### config.mk
export PLATFORM = sky130hd
export DESIGN_NAME = order_decode_stage
export DESIGN_NICKNAME = d
export VERILOG_FILES = /design/src/rtl/order_decode_stage.sv
export SDC_FILE = /design/constraint.sdc
export NUM_CORES = 2
export LEC_CHECK = 0
export ABC_CLOCK_PERIOD_IN_PS = 3390
export CAP_MARGIN = 20
export CORE_AREA = 2 2 335 337
export DETAILED_ROUTE_END_ITERATION = 8
export DIE_AREA = 0 0 337 339
export PLACE_DENSITY = 0.53
export RECOVER_POWER = 25
export SLEW_MARGIN = 20
export SYNTH_ARGS = -nofsm -noshare
export SYNTH_HDL_FRONTEND = slang
export SYNTH_SLANG_ARGS = --single-unit
### constraint.sdc
create_clock -name clk -period 3.39 [get_ports clk]
set_input_delay 0.339 -clock clk [delete_from_list [all_inputs] [get_ports clk]]
set_output_delay 0.339 -clock clk [all_outputs]
set_load 0.1 [all_outputs]
### src/rtl/order_decode_stage.sv
// order_decode_stage: decode / operand-fetch stage between fetch and execute.
// Decodes the 32-bit order word, reads operands from the flattened register
// file with bypass from later stages, and stalls on scoreboarded hazards.
// Valid/ready handshakes on both sides; one registered output stage.

// Per-channel slice: bypass selection plus the scoreboard hold counter.
module order_decode_chan #(
    parameter int DW   = 32,
    parameter int NFWD = 2,
    parameter int LAT  = 3,
    parameter int CH   = 0
) (
    input  logic                clk,
    input  logic                rst,
    input  logic [DW-1:0]       reg_val,
    input  logic [NFWD-1:0]     fwd_valid,
    input  logic [4*NFWD-1:0]   fwd_ch,
    input  logic [DW*NFWD-1:0]  fwd_data,
    input  logic                flush,
    input  logic                load,
    output logic [DW-1:0]       val,
    output logic                hazard
);
    localparam int CW = $clog2(LAT + 1);
    localparam logic [CW-1:0] LAT_C = CW'(LAT);

    logic [CW-1:0] cnt;
    logic          hit;
    logic [DW-1:0] fwd_val;

    // Bypass match; scanning high to low lets the lowest port index win.
    always_comb begin
        hit     = 1'b0;
        fwd_val = '0;
        for (int p = NFWD - 1; p >= 0; p--) begin
            if (fwd_valid[p] && (fwd_ch[p*4 +: 4] == 4'(CH))) begin
                hit     = 1'b1;
                fwd_val = fwd_data[p*DW +: DW];
            end
        end
    end

    // Channel 0 is the hard zero; a live bypass covers a pending write.
    always_comb begin
        val    = (CH == 0) ? '0 : (hit ? fwd_val : reg_val);
        hazard = (cnt != '0) && !hit;
    end

    // Hold counter: flush clears, reload beats decrement.
    always_ff @(posedge clk or negedge rst) begin
        if (!rst) begin
            cnt <= '0;
        end else if (flush) begin
            cnt <= '0;
        end else if (load) begin
            cnt <= LAT_C;
        end else if (cnt != '0) begin
            cnt <= cnt - 1'b1;
        end
    end
endmodule

module order_decode_stage #(
    parameter int DW   = 32,
    parameter int NFWD = 2,
    parameter int LAT  = 3
) (
    input  logic                clk,
    input  logic                rst,
    input  logic                in_valid,
    output logic                in_ready,
    input  logic [31:0]         in_order,
    input  logic [DW-1:0]       in_addr,
    input  logic                in_irq,
    input  logic [7:0]          in_irq_num,
    input  logic                flush,
    input  logic [16*DW-1:0]    regs,
    input  logic [NFWD-1:0]     fwd_valid,
    input  logic [4*NFWD-1:0]   fwd_ch,
    input  logic [DW*NFWD-1:0]  fwd_data,
    output logic                out_valid,
    input  logic                out_ready,
    output logic [4:0]          out_mode,
    output logic                out_rw,
    output logic [1:0]          out_sub,
    output logic [DW-1:0]       out_x1,
    output logic [DW-1:0]       out_x2,
    output logic [DW-1:0]       out_inum,
    output logic [4:0]          out_m,
    output logic [4:0]          out_l,
    output logic [3:0]          out_x1_ch,
    output logic [3:0]          out_x2_ch,
    output logic [3:0]          out_y1_ch,
    output logic [1:0]          out_y2_ch,
    output logic [DW-1:0]       out_addr,
    output logic                out_irq,
    output logic [7:0]          out_irq_num,
    output logic                out_four,
    output logic [15:0]         stall_cnt
);
    typedef struct packed {
        logic [4:0]  mode;
        logic        rw;
        logic [1:0]  sub;
        logic [3:0]  x1;
        logic [3:0]  x2;
        logic [3:0]  y1;
        logic [1:0]  y2;
        logic [20:0] inum;
        logic [4:0]  m;
        logic [4:0]  l;
        logic        four;
    } dec_t;

    logic [4:0] op;
    logic       g1_9, g18_22, g20_22, g16_17, g_alu;
    dec_t       d;
    dec_t       q;

    logic [15:0][DW-1:0] chan_val;
    logic [15:0]         chan_haz;
    logic [15:0]         chan_ld;

    logic [DW-1:0] inum_ext;
    logic [DW-1:0] x1_val, x2_val;
    logic          src_haz, stall, accept;

    logic [DW-1:0] x1_q, x2_q, addr_q;
    logic          irq_q;
    logic [7:0]    irq_num_q;

    assign op = in_order[31:27];

    // Field decode of the order word.
    always_comb begin
        d      = '0;
        g1_9   = (op >= 5'd1)  && (op <= 5'd9);
        g18_22 = (op >= 5'd18) && (op <= 5'd22);
        g20_22 = (op >= 5'd20) && (op <= 5'd22);
        g16_17 = (op == 5'd16) || (op == 5'd17);
        g_alu  = (op == 5'd1) || (op == 5'd2) || (op == 5'd3) ||
                 (op == 5'd5) || (op == 5'd6);

        if (g1_9 || g16_17 || g18_22) d.mode = op;

        if (((op >= 5'd1) && (op <= 5'd7)) || (op == 5'd9) || g18_22)
            d.x1 = in_order[23:20];
        else if (op == 5'd17)
            d.x1 = in_order[24:21];
        else if (op == 5'd8)
            d.x1 = 4'd13;

        if (g1_9 || g18_22) d.x2 = in_order[19:16];

        if (g1_9 || g18_22)  d.sub = in_order[25:24];
        else if (g16_17)     d.sub = in_order[26:25];

        if (g1_9 || g20_22)  d.rw = in_order[26];
        else if (op == 5'd17) d.rw = 1'b1;

        if ((op == 5'd4) || (op == 5'd9) || (op == 5'd18))
            d.y1 = d.x1;
        else if (op == 5'd19)
            d.y1 = in_order[23:20];
        else if (op == 5'd16)
            d.y1 = in_order[24:21];
        else if (g_alu)
            d.y1 = in_order[15:12];
        else if ((op == 5'd7) && !d.rw)
            d.y1 = d.x1;
        else if ((op == 5'd8) && !d.rw)
            d.y1 = d.x2;

        if (((op >= 5'd1) && (op <= 5'd6)) || (op == 5'd17) || g20_22)
            d.y2 = 2'd1;
        else if (op == 5'd8)
            d.y2 = 2'd2;

        if ((op == 5'd4) || (op == 5'd7) || (op == 5'd8) || (op == 5'd9) ||
            (op == 5'd18) || g20_22)
            d.inum = {5'd0, in_order[15:0]};
        else if (op == 5'd19)
            d.inum = {15'd0, in_order[15:10]};
        else if (g16_17)
            d.inum = in_order[20:0];
        else if (g_alu)
            d.inum = {9'd0, in_order[11:0]};

        if (op == 5'd19) begin
            d.m = in_order[9:5];
            d.l = in_order[4:0];
        end

        d.four = g1_9 || (op == 5'd18);
    end

    assign inum_ext = {{(DW-21){1'b0}}, d.inum};

    // One slice per register channel; reloads target y1, flag (9) or sp (13).
    for (genvar c = 0; c < 16; c++) begin : g_chan
        assign chan_ld[c] = accept && d.four &&
            (((d.y1 == 4'(c)) && (c != 0)) ||
             ((c == 9)  && (d.y2 == 2'd1)) ||
             ((c == 13) && (d.y2 == 2'd2)));

        order_decode_chan #(
            .DW(DW), .NFWD(NFWD), .LAT(LAT), .CH(c)
        ) u_chan (
            .clk       (clk),
            .rst       (rst),
            .reg_val   (regs[c*DW +: DW]),
            .fwd_valid (fwd_valid),
            .fwd_ch    (fwd_ch),
            .fwd_data  (fwd_data),
            .flush     (flush),
            .load      (chan_ld[c]),
            .val       (chan_val[c]),
            .hazard    (chan_haz[c])
        );
    end

    // Operand formation; x2=0 slots carry an immediate or an address sum.
    always_comb begin
        x1_val = chan_val[d.x1];
        x2_val = {{(DW-16){1'b0}}, d.inum[15:0]};
        if (d.x2 != 4'd0)
            x2_val = chan_val[d.x2];
        else if ((d.mode == 5'd16) || (d.mode == 5'd17))
            x2_val = chan_val[13] + inum_ext;
        else if (d.mode == 5'd7)
            x2_val = {chan_val[8][DW-17:0], d.inum[15:0]};
    end

    // Hazard over the source set; channel 0 never hazards.
    always_comb begin
        src_haz = 1'b0;
        if (d.x1 != 4'd0) src_haz = src_haz | chan_haz[d.x1];
        if (d.x2 != 4'd0) src_haz = src_haz | chan_haz[d.x2];
        if ((d.x2 == 4'd0) && ((d.mode == 5'd16) || (d.mode == 5'd17)))
            src_haz = src_haz | chan_haz[13];
        if ((d.x2 == 4'd0) && (d.mode == 5'd7))
            src_haz = src_haz | chan_haz[8];
    end

    // Handshake control.
    always_comb begin
        stall    = in_valid && src_haz;
        in_ready = !flush && !stall && (!out_valid || out_ready);
        accept   = in_valid && in_ready;
    end

    // Output register: flush drops, accept loads, consume clears valid.
    always_ff @(posedge clk or negedge rst) begin
        if (!rst) begin
            out_valid <= 1'b0;
            q         <= '0;
            x1_q      <= '0;
            x2_q      <= '0;
            addr_q    <= '0;
            irq_q     <= 1'b0;
            irq_num_q <= '0;
        end else if (flush) begin
            out_valid <= 1'b0;
        end else if (accept) begin
            out_valid <= 1'b1;
            q         <= d;
            x1_q      <= x1_val;
            x2_q      <= x2_val;
            addr_q    <= in_addr;
            irq_q     <= in_irq;
            irq_num_q <= in_irq_num;
        end else if (out_ready) begin
            out_valid <= 1'b0;
        end
    end

    // Saturating count of hazard-stall cycles; flush cycles do not count.
    always_ff @(posedge clk or negedge rst) begin
        if (!rst) begin
            stall_cnt <= '0;
        end else if (stall && !flush && (stall_cnt != 16'hFFFF)) begin
            stall_cnt <= stall_cnt + 16'd1;
        end
    end

    assign out_mode    = q.mode;
    assign out_rw      = q.rw;
    assign out_sub     = q.sub;
    assign out_x1      = x1_q;
    assign out_x2      = x2_q;
    assign out_inum    = {{(DW-21){1'b0}}, q.inum};
    assign out_m       = q.m;
    assign out_l       = q.l;
    assign out_x1_ch   = q.x1;
    assign out_x2_ch   = q.x2;
    assign out_y1_ch   = q.y1;
    assign out_y2_ch   = q.y2;
    assign out_addr    = addr_q;
    assign out_irq     = irq_q;
    assign out_irq_num = irq_num_q;
    assign out_four    = q.four;
endmodule

==> metrics.md <==
| Metric | Value |
|---|---|
| Clock Power Share | 11.7% |
| Pre-antenna DRT Iters | 9 |
| Violated checks | max-capacitance violations, max-slew violations, negative setup slack |
| Sw Pwr | 14.2 mW |
| DRC viols | 0 |
| Synth Register Bits | 206 |
| Pwr/cell area | 468 nW/µm² |
| Final Net Count | 7047 |
| Most frequent cells in the layout | 1268 x buf_4, 963 x nand2_1, 720 x clkdlybuf4s50_1, 339 x o21ai_0, 314 x a31oi_1 |
| Final instance area | 52800 µm² |
| Final WS setup | -0.104 ns |
| Top_reg_cell synth | dfrtp_1 |
| Worst reg2reg path depth | 14 |
| Die ar. | 114000 µm² |
| Area occupied by multi-input gates | 24300 µm² |
| CP Max Fanout | 7 |
| WHS Path Cells | 4 |
| Vias in the first global route | 46037 |
| GRT overflow | 0 |
| Post-Synthesis Mean Instance Area | 6.55 µm² |
| Hold Crit Start | in_order[28] |
| Async set or reset register ratio after synthesis | 100% |
| Fin. Hold Viols | 0 |
| Root buffer cell | clkbuf_16 |
| Critical path type | input port to output pin |
| CTS clk-pin slew, worst paths | 0.06 ns |
| Hold Path Class | input port to flip-flop |
| Area post-placement | 50500 µm² |
| Starting Density | 27.6% |
| Drt total wl | 279000 µm |
| Internal Power | 10.5 mW |
| Area growth syn-to-layout | 73.5% |
| ANT nets after route | 0 |
| Final setup violation count | 3 |
| Max Freq | 286 MHz |
| Fin util | 47.9% |
| H-Tree Depth | 1 |
| GPL Wtd Cong | 1.11 |
| Unique masters post-synth | 86 |
| Clock skew | 0.0321 ns |
| Sequential share of the synthesized area | 16.9% |
| Core area | 110000 µm² |
| R2R Setup Slk | 0.09 ns |
| # IOs | 852 |
| Fin crit share | 103% |
| Die Ht | 339 µm |
| VDD IR max | 0.545 mV |
| Routed vias | 48685 |
| WP data required | 3.05 ns |
| Leading cell type in the layout, fill and taps excluded | buf_4 |
| Hold endpoint | out_mode[1]$_DFFE_PN0P_ |
| Layout cells sized above 1 | 29.2% |
| Sequential group share of total power | 17.1% |
| Filler Cell Count | 11239 |
| Tot Pwr | 24.7 mW |
| Hpwl dp | 228000 µm |
| Critical Path End Type | output pin |
| Final min period | 3.49 ns |
| Final slew viol count | 99 |
| Largest net degree at the start of global routing | 101 |
| First-pass GRT wire length | 374000 µm |
| Antenna violations before repair | 23 |
| Starting DRC count in detailed routing | 7428 |
| Switching part of the total power | 57.6% |
| Leakage | 22.1 nW |
| Unrepaired setup endpoints after global routing | yes |
| CTS Buffer Depth | 3 |
| Number of synthesized flops with an enable pin | 0 |
| CTS tree | built |
| Rel. slew slack | -109% |
| Post-Syn Area | 30400 µm² |
| R2R Path End | out_irq_num[0]$_DFFE_PN0P_ |
| IO Port Bufs | 808 |
| Routed vias/inst | 6.19 |
| Worst r2r src | g_chan[13].u_chan.cnt[0]$_DFFE_PN0P_ |
| Synth warnings | 0 |
| # rows | 122 |
| Post-synthesis cell count | 4647 |
| Clock sinks | 206 |
| Overall Global Routing Usage | 46.6% |
| Worst hold slack | 0.285 ns |
| Crit path launch type | input port |
| CP Data Arrival Time | 3.16 ns |
| Max-cap violations | 1 |
| Die Wd | 337 µm |
| Total CTS buffers | 26 |
| Worst slew pin tran | 3.13 ns |
| Clk Latency, worst-skew pair | 0.61 ns |
| Status | complete, but fails checks |
| Logic pwr share | 71.2% |
| WL per Instance | 35.5 µm |
| Register area | 5150 µm² |
-- power groups by stage --
stage / logic, mW / registers (mW) / clock network (mW)
detailed placement: 16.9 / 4.25 / 0
global route: 18.0 / 4.29 / 3.00
global placement: 16.8 / 4.23 / 0
floorplan: 4.07 / 9.99 / 0
CTS: 17.1 / 4.22 / 2.91
finish: 17.6 / 4.23 / 2.88
-- what timing repair did --
action / 4_1_cts / 5_1_grt
cloned: 3 / 0
setup endpoints to repair: 207 / 94
setup buffers: 44 / 13
endpoints found under the hold margin: 98 / 0
resized for setup: 162 / 75
pin swaps: 51 / 63
hold buffers: 1 / 0
-- registers in the layout (all words and copies together) (netlist names) --
name	cells
out_y2_ch	2
out_m	5
out_mode	5
out_x2_ch	4
out_l	5
out_x2	32
out_irq	1
g_chan.u_chan.cnt	30
out_valid	1
out_x1_ch	4
out_x1	32
out_y1_ch	4
out_inum	21
out_addr	32
out_rw	1
out_four	1
out_sub	2
out_irq_num	8
stall_cnt	16
-- routing by layer --
layer	share of wire, %	track usage, %
met5	0.12	1.45
met4	8.0	30.1
met3	14	15.7
met2	40	67.2
met1	38	58.8
-- cell usage after synthesis, drive strengths merged, types with 18 or more instances --
cell type / number / area share (%)
o21ai: 360 / 5.9
nor2b: 18 / 0.37
and2: 34 / 0.70
buf: 129 / 2.0
and3: 35 / 0.72
inv: 50 / 0.62
ha: 37 / 1.5
a21oi: 197 / 3.2
mux2: 141 / 5.2
nor3: 151 / 2.5
a31oi: 327 / 6.7
xnor2: 30 / 0.86
a211oi: 146 / 3.6
mux2i: 271 / 8.9
clkbuf: 404 / 5.0
o22ai: 60 / 1.2
o211ai: 57 / 1.4
nand4: 18 / 0.37
nor2: 339 / 4.2
dfrtp: 206 / 17
xor2: 24 / 0.69
or2: 20 / 0.41
nand2: 966 / 12
nand3: 289 / 4.8
a311oi: 94 / 2.7
-- worst max-delay path, cell delays in order --
cell	delay (ns)
buf_4	0.13
buf_6	0.13
buf_6	0.11
o21ai_4	0.17
buf_6	0.14
nand3_4	0.09
buf_12	0.14
nor3_4	0.57
nand3_1	0.23
a31oi_2	0.28
a2111oi_4	0.11
buf_4	0.15
o2bb2ai_4	0.17
buf_6	0.13
a211oi_4	0.06
buf_12	0.19
-- metrics by stage --
stage               instances  TNS [ns]  setup WS, ns
global route             7853     -7.45        -0.213
CTS                      7840    -0.684        -0.138
finish                   7861    -0.138        -0.104
global placement         7747   -199.81         -1.27
floorplan                4657     -4.02        -0.332
detailed placement       7747   -196.78         -1.19
-- cells by family (layout without fill, tap and decap cells) --
| kind of cell | Yosys count | after routing | synth area share, % |
|---|---|---|---|
| compound gates | 1403 | 1403 | 29.5 |
| mux | 429 | 429 | 15.4 |
| buf+inv | 584 | 2289 | 7.63 |
| fa+ha+maj | 38 | 38 | 1.59 |
| other cells | 1 | 22 | 0.0123 |
| simple gates | 1932 | 1932 | 27.4 |
| xor+xnor | 54 | 54 | 1.55 |
| flops | 206 | 206 | 16.9 |
-- worst max-delay path by stage --
stage               slack, ns                endpoint          from  depth (start not counted)
detailed placement      -1.19  out_x2[13]$_DFFE_PN0P_  in_order[28]                         18
CTS                     -0.14  out_x2[16]$_DFFE_PN0P_  in_order[29]                         17
finish                  -0.10                in_ready  in_order[28]                         16
global placement        -1.27  out_x2[13]$_DFFE_PN0P_  in_order[28]                         18
global route            -0.21                in_ready  in_order[28]                         15
floorplan               -0.33                in_ready  in_order[29]                         10
-- final cells by class --
cell class / count / share of cell area [%]
diodes: 11 / 0.0521
well taps: 1488 / 3.52
repair buffers: 2193 / 38.7
clock inverters: 14 / 0.298
multi-input cells: 3867 / 46.0
clock buffers: 31 / 1.29
inverters: 51 / 0.362
flip-flops and latches: 206 / 9.76
Note: power is estimated with default switching activity, not from simulation.
